[config.mk]
export PLATFORM = sky130hd
export DESIGN_NAME = reg_write_arbiter
export DESIGN_NICKNAME = d
export VERILOG_FILES = /design/src/rtl/reg_write_arbiter.sv
export SDC_FILE = /design/constraint.sdc
export NUM_CORES = 1
export LEC_CHECK = 0
export CORE_AREA = 4 4 61 63
export DETAILED_ROUTE_END_ITERATION = 10
export DIE_AREA = 0 0 65 67
export PLACE_DENSITY = 0.89
export SLEW_MARGIN = 0
export SYNTH_ARGS = -nofsm -noshare
export SYNTH_HDL_FRONTEND = slang
export SYNTH_SLANG_ARGS = --single-unit
[constraint.sdc]
create_clock -name clk -period 3.1 [get_ports clk]
set_input_delay 0.62 -clock clk [delete_from_list [all_inputs] [get_ports clk]]
set_output_delay 0.62 -clock clk [all_outputs]
set_load 0.01 [all_outputs]
[src/rtl/reg_write_arbiter.sv]
// reg_write_arbiter
//   Lets two requesters share the single write port of the 16-bit register
//   bank. Port 0 is the ALU writeback path and port 1 is the memory-load
//   writeback path. Arbitration is round-robin with a req/gnt handshake. The
//   winning address and data are registered and drive the register bank's
//   w_flag/in pair.
//
//   Ports:
//     clk                  rising-edge clock
//     reset                synchronous, active-high reset
//     req0/addr0/data0     port 0 request; held until gnt0 is seen
//     gnt0                 one-cycle pulse when port 0 is accepted
//     req1/addr1/data1     port 1 request; same rules as port 0
//     gnt1                 one-cycle pulse when port 1 is accepted
//     w_flag               register bank write enable
//     w_addr/w_data        register bank write address/data; these hold
//                          their values when no port wins
//     busy                 a request is pending and is not granted on this
//                          edge (combinational)
//
//   Build option:
//     ARB_ZERO_REG_EN      when defined, a grant to address 0 still pulses gnt
//                          and still updates the round-robin pointer, but
//                          w_flag stays low. Register 0 therefore reads as a
//                          hardwired zero.
module reg_write_arbiter #(
  parameter int unsigned DATA_W = 16,
  parameter int unsigned ADDR_W = 4
) (
  input  logic              clk,
  input  logic              reset,
  input  logic              req0,
  input  logic [ADDR_W-1:0] addr0,
  input  logic [DATA_W-1:0] data0,
  output logic              gnt0,
  input  logic              req1,
  input  logic [ADDR_W-1:0] addr1,
  input  logic [DATA_W-1:0] data1,
  output logic              gnt1,
  output logic              w_flag,
  output logic [ADDR_W-1:0] w_addr,
  output logic [DATA_W-1:0] w_data,
  output logic              busy
);

  typedef enum logic {
    PORT0 = 1'b0,
    PORT1 = 1'b1
  } port_t;

  port_t last;
  logic  eligible0;
  logic  eligible1;
  logic  win0;
  logic  win1;
  logic  wr_en;

  // A port that is in its grant cycle is masked. This stops a request that
  // is still held from being granted twice.
  always_comb begin
    eligible0 = req0 & ~gnt0;
    eligible1 = req1 & ~gnt1;
    win0      = eligible0 & (~eligible1 | (last == PORT1));
    win1      = eligible1 & (~eligible0 | (last == PORT0));
    busy      = (req0 & ~win0) | (req1 & ~win1);
  end

  always_comb begin
    wr_en = 1'b0;
`ifdef ARB_ZERO_REG_EN
    if (win0) begin
      wr_en = (addr0 != '0);
    end else if (win1) begin
      wr_en = (addr1 != '0);
    end
`else
    wr_en = win0 | win1;
`endif
  end

  always_ff @(posedge clk) begin
    if (reset) begin
      gnt0   <= 1'b0;
      gnt1   <= 1'b0;
      w_flag <= 1'b0;
      w_addr <= '0;
      w_data <= '0;
      last   <= PORT1;
    end else begin
      gnt0   <= win0;
      gnt1   <= win1;
      w_flag <= wr_en;
      if (win0) begin
        w_addr <= addr0;
        w_data <= data0;
        last   <= PORT0;
      end else if (win1) begin
        w_addr <= addr1;
        w_data <= data1;
        last   <= PORT1;
      end
    end
  end

endmodule

## Word-level counts from Yosys, hierarchy flattened

Index checks and enable logic that the tools add are counted.
Widths: inputs -> output; s select.

- Multiplexer cells: 6
- Bitwise gates (word level): 17
- Reduce and logical (&&, ||, !) cells: 1

Operators with widths:

| operator | number |
|---|---|
| $mux 16 | 2 |
| $mux 4 | 2 |
| $not 1->1 | 7 |
| $and 1x1->1 | 6 |
| $or 1x1->1 | 4 |
| $mux 1 | 2 |
| $reduce_bool 2->1 | 1 |

- Bits in registers: 24
- Logic and storage cells: 30

## Longest topological paths before layout

- Depth in word-level cells: 8
- Depth in mapped cells: 4
- Mapped depth without buffers: 3

## Worst setup path after synthesis

No wires, ideal clock.

- Path type: input-to-reg
- Start point: in req1
- End point: reg w_addr[0]
- Library setup time: 120 ps
- Arrival time: 1,504 ps
- Required time: 2,980 ps
- Slack: 1,477 ps
- Stages: 4
- Path buffers: 1
- Path through: or3b_4 > buf_6 > and4b_1 > a211o_1

- Cells in the longest elaborated chain, start to end: 5
- Elaborated cells on any way between the ends: 7
- Those cells by class: 1 x mux; 5 x bitwise; 1 x reduce/logical

RTL lines:

| what | line | source |
|---|---|---|
| start, declared | 36 | `input logic req1,` |
| $and 1x1->1 (*) | 62 | `eligible1 = req1 & ~gnt1;` |
| $not 1->1 | 63 | `win0 = eligible0 & (~eligible1 \| (last == PORT1));` |
| $or 1x1->1 | 63 |  |
| $and 1x1->1 | 63 |  |
| $mux 4 or $reduce_bool 2->1 (tied branches) | - |  |
| end signal, assigned | 94 | `w_addr <= addr0;` |
| end signal, assigned | 98 | `w_addr <= addr1;` |
| end, declared | 41 | `output logic [ADDR_W-1:0] w_addr,` |

Mark *: on every way between the ends. The rest lies on a longest branch, timed or not.
A chain may end at the register's enable or synchronous reset.

## Worst setup path in the final report

- Start point: in req1
- End point: out busy

- Cells in the longest elaborated chain, start to end: 7
- Elaborated cells on any way between the ends: 10
- Those cells by class: 10 x bitwise

RTL lines:

| what | line | source |
|---|---|---|
| $and 1x1->1 | 62 |  |
| $not 1->1 | 63 |  |
| $or 1x1->1 | 63 |  |
| $and 1x1->1 | 63 |  |
| $not 1->1 | 65 | `busy = (req0 & ~win0) \| (req1 & ~win1);` |
| $and 1x1->1 | 65 |  |
| $or 1x1->1 (*) | 65 |  |
| end, declared | 43 | `output logic busy` |

Marked as above.

==> summary.md <==
| Metric | Value |
|---|---|
| Outcome | `finished clean` |
| Routed wire per std cell | `16.4 um` |
| Most area-hungry cell type in the Yosys netlist | `dfxtp_1` |
| Most area-consuming cells after synthesis | `dfxtp_1 (38%), and4b_1 (16%), a2111oi_0 (14%)` |
| Share of layout cells above drive strength 1 | `5.67%` |
| Top cell by count, worst path | `clkdlybuf4s50_1` |
| Maximum clock path buffer count | `2` |
| Power share of the combinational group | `26.7%` |
| Clk_lat worst skew | `~0.31 ns` |
| Detailed Place HPWL | `2780 um` |
| Top-Level Pins | `just under 70` |
| Power per standard cell area | `395 nW/um^2` |
| Critical path data required time | `2.48 ns` |
| CTS resizes | `0` |
| First drt pass iteration count | `4` |
| Setup crit start kind | `input pin` |
| Worst EP arrival | `1.88 ns` |
| Syn avg cell area | `9.39 um^2` |
| Final hold violations | `0` |
| Initial antenna violation count | `0` |
| Total CTS buffers | `3` |
| Final Util | `approximately 62%` |
| Sw Share | `24.9%` |
| Dpl cell area | `1960 um^2` |
| CP cell instances | `clkdlybuf4s50_1 > a21oi_1 > nor2_1 > clkdlybuf4s50_1` |
| Post-synth EDFFs | `0` |
| Final nets | `between 200 and 250` |
| Pin count of the biggest net entering global routing | `45` |
| Post-route DRC | `0` |
| Synth-to-Final Area Change | `57.7%` |
| Syn nets | `180` |
| Clk slew on worst S/H paths | `0.13 ns` |
| Setup TNS | `0 ns` |
| Antenna diodes | `0` |
| Vias/cell | `roughly 5.5` |
| Leakage | `0.960 nW` |
| First-pass GRT wire length | `6190 um` |
| Unrepaired setup endpoints after global routing | `no` |
| Setup CP Type | `input pin to primary output` |
| Asr flop ratio synth | `0%` |
| # setup viols final | `0` |
| Critical Path Slowest Stage Cell | `clkdlybuf4s50_1` |
| Met2 routed WL | `2030 um` |
| Crit-path leading delay family | `buffers and inverters` |
| Area fraction of the dominant cell type after synthesis | `between 30 and 40%` |
| Placer Congestion | `between 0.7 and 0.8` |
| Drt initial violations | `68` |
| Seq/Total Area, Yosys | `37.6%` |
| Gr ovfl total | `0` |
| DIE AREA | `4360 um^2` |
| Max-slew violation count | `0` |
| Final Cycle Share | `~81%` |
| Post-synthesis cell count | `136` |
| # fillers | `258` |
| Vias in the first global route | `1368` |
| Worst clock skew | `0.00578 ns` |
| Post-layout min period | `roughly 2.5 ns` |
| Num rows | `21` |
| Max IR drop VDD | `0.279 mV` |
| Htree depth | `1` |
| Distinct cells, synth | `18` |
| Max Cap Viol | `0` |
| Post-CTS Setup Repair Bufs | `0` |
| Clock power frac | `approximately 28%` |
| Worst Path Max Fanout | `5` |
| Yosys reg bits | `24` |
| Commonest cells post-synth | `dfxtp_1 (24), a2111oi_0 (20), a211o_1 (20), and4b_1 (20), inv_1 (20)` |
| Top routing layer used | `met4` |
| Die height | `67 um` |
| Cell Area, Synth | `1280 um^2` |
| Register Area | `480 um^2` |
| Routed met1 length | `1590 um` |
| CORE AREA | `3230 um^2` |
| Slowest stage delay, CP | `0.54 ns` |
| Most used DFF post-synth | `dfxtp_1` |
| Chip width | `65 um` |
| Hold slack final | `0.478 ns` |
| Achievable Freq | `400 MHz` |
| Slew headroom | `48.5%` |
| Type of the worst min-delay path | `flop to flop` |
| Wire length on met3 | `222 um` |
| Yosys Warn Count | `0` |
| PortBufs | `67` |
| Clock Sinks | `24` |
| Worst setup EP type | `primary output` |
| Sw Pwr | `0.198 mW` |
| Clock tree from TritonCTS | `built` |
| Multi-input gate area | `roughly 650 um^2` |
| Antenna viol nets, final | `0` |
| DRT Wirelength | `3930 um` |
| Worst-margin pin slew | `a little under 0.8 ns` |
| Via count | `1327` |
| Root Buffer | `clkbuf_4` |
| CTS Hold Bufs | `0` |
| Internal Power | `0.598 mW` |
| Tot GR Track Use | `17.9%` |
| Starting Density | `roughly two fifths` |
| Fin area | `2010 um^2` |
| Power share of the sequential group | `45.2%` |
| Count leader, synth | `dfxtp_1` |
| CP Buf/Inv Count | `2` |
-- through the flow --
step,total power [mW],std cells,setup WS (ns)
6_report,0.796,240,0.601
5_1_grt,0.831,240,0.543
4_1_cts,0.802,240,0.598
3_5_place_dp,0.578,236,0.609
3_3_place_gp,0.571,236,0.635
2_1_floorplan,0.449,136,1.48
-- final timing paths --
check,startpoint,slack (ns),to,cells after the start
setup / recovery,req1,0.60,busy,4
hold / removal,w_data[13],0.48,w_data[13],1
setup reg to reg,last,1.32,w_data[9],3
hold reg to reg,w_data[13],0.48,w_data[13],1
-- layout by cell type, fill, tap and decap left out --
| cell type | synthesis | final |
|---|---|---|
| a211oi_1 | 1 | 1 |
| mux2i_1 | 1 | 1 |
| or3b_4 | 1 | 1 |
| a211o_1 | 20 | 20 |
| clkdlybuf4s50_1 | 0 | 67 |
| a2111oi_0 | 20 | 20 |
| nor2b_2 | 1 | 1 |
| buf_4 | 0 | 4 |
| bufinv_16 | 0 | 1 |
| nand2_1 | 1 | 1 |
| nand2b_1 | 3 | 3 |
| dfxtp_1 | 24 | 24 |
| nor2_1 | 3 | 3 |
| and4b_1 | 20 | 20 |
| clkbuf_4 | 0 | 3 |
| nor3_2 | 0 | 1 |
| nor2b_1 | 1 | 1 |
| a21oi_1 | 2 | 2 |
| inv_1 | 20 | 20 |
-- logic make-up (layout without fill, tap and decap cells) --
kind of cell | count (synthesis) | in the layout | synth area share, %
buffers and inverters | 37 | 95 | 12.0
DFF | 24 | 24 | 37.6
muxes | 1 | 1 | 0.784
AOI/OAI and AO/OA | 43 | 43 | 28.8
and+or+nand+nor | 31 | 31 | 20.8
-- power groups by stage --
stage	registers (mW)	logic, mW	clock network, mW
2_1_floorplan	0.371	0.0779	0
3_3_place_gp	0.364	0.207	0
3_5_place_dp	0.366	0.212	0
4_1_cts	0.359	0.213	0.230
5_1_grt	0.364	0.227	0.240
6_report	0.360	0.212	0.224
-- per-layer routing --
layer | track usage, % | up-vias
li1 | - | 645
met1 | 19.9 | 623
met2 | 32.2 | 49
met3 | 3.71 | 10
met4 | 9.23 | 0
met5 | 0 | -
-- layout make-up --
class | count | share of cell area, %
clock inverter | 1 | 1.49
inverter | 20 | 3.73
timing repair buffer | 71 | 34.8
multi-input combinational | 75 | 32.2
tap | 46 | 2.86
sequential | 24 | 23.9
clock buffer | 3 | 1.12
-- registers in the layout (all words and copies together) (netlist names) --
signal and cells:
gnt1 1, w_data 16, w_addr 4, w_flag 1
gnt0 1, last 1
-- worst reg2reg max path, delay by kind of cell, from the launching register on --
family / cells / cell delay, ns
flip-flops: 1 / 0.59
AO/OA/AOI/OAI: 1 / 0.23
AND/OR/NAND/NOR: 2 / 0.87
(Power assumes the default switching activity.)
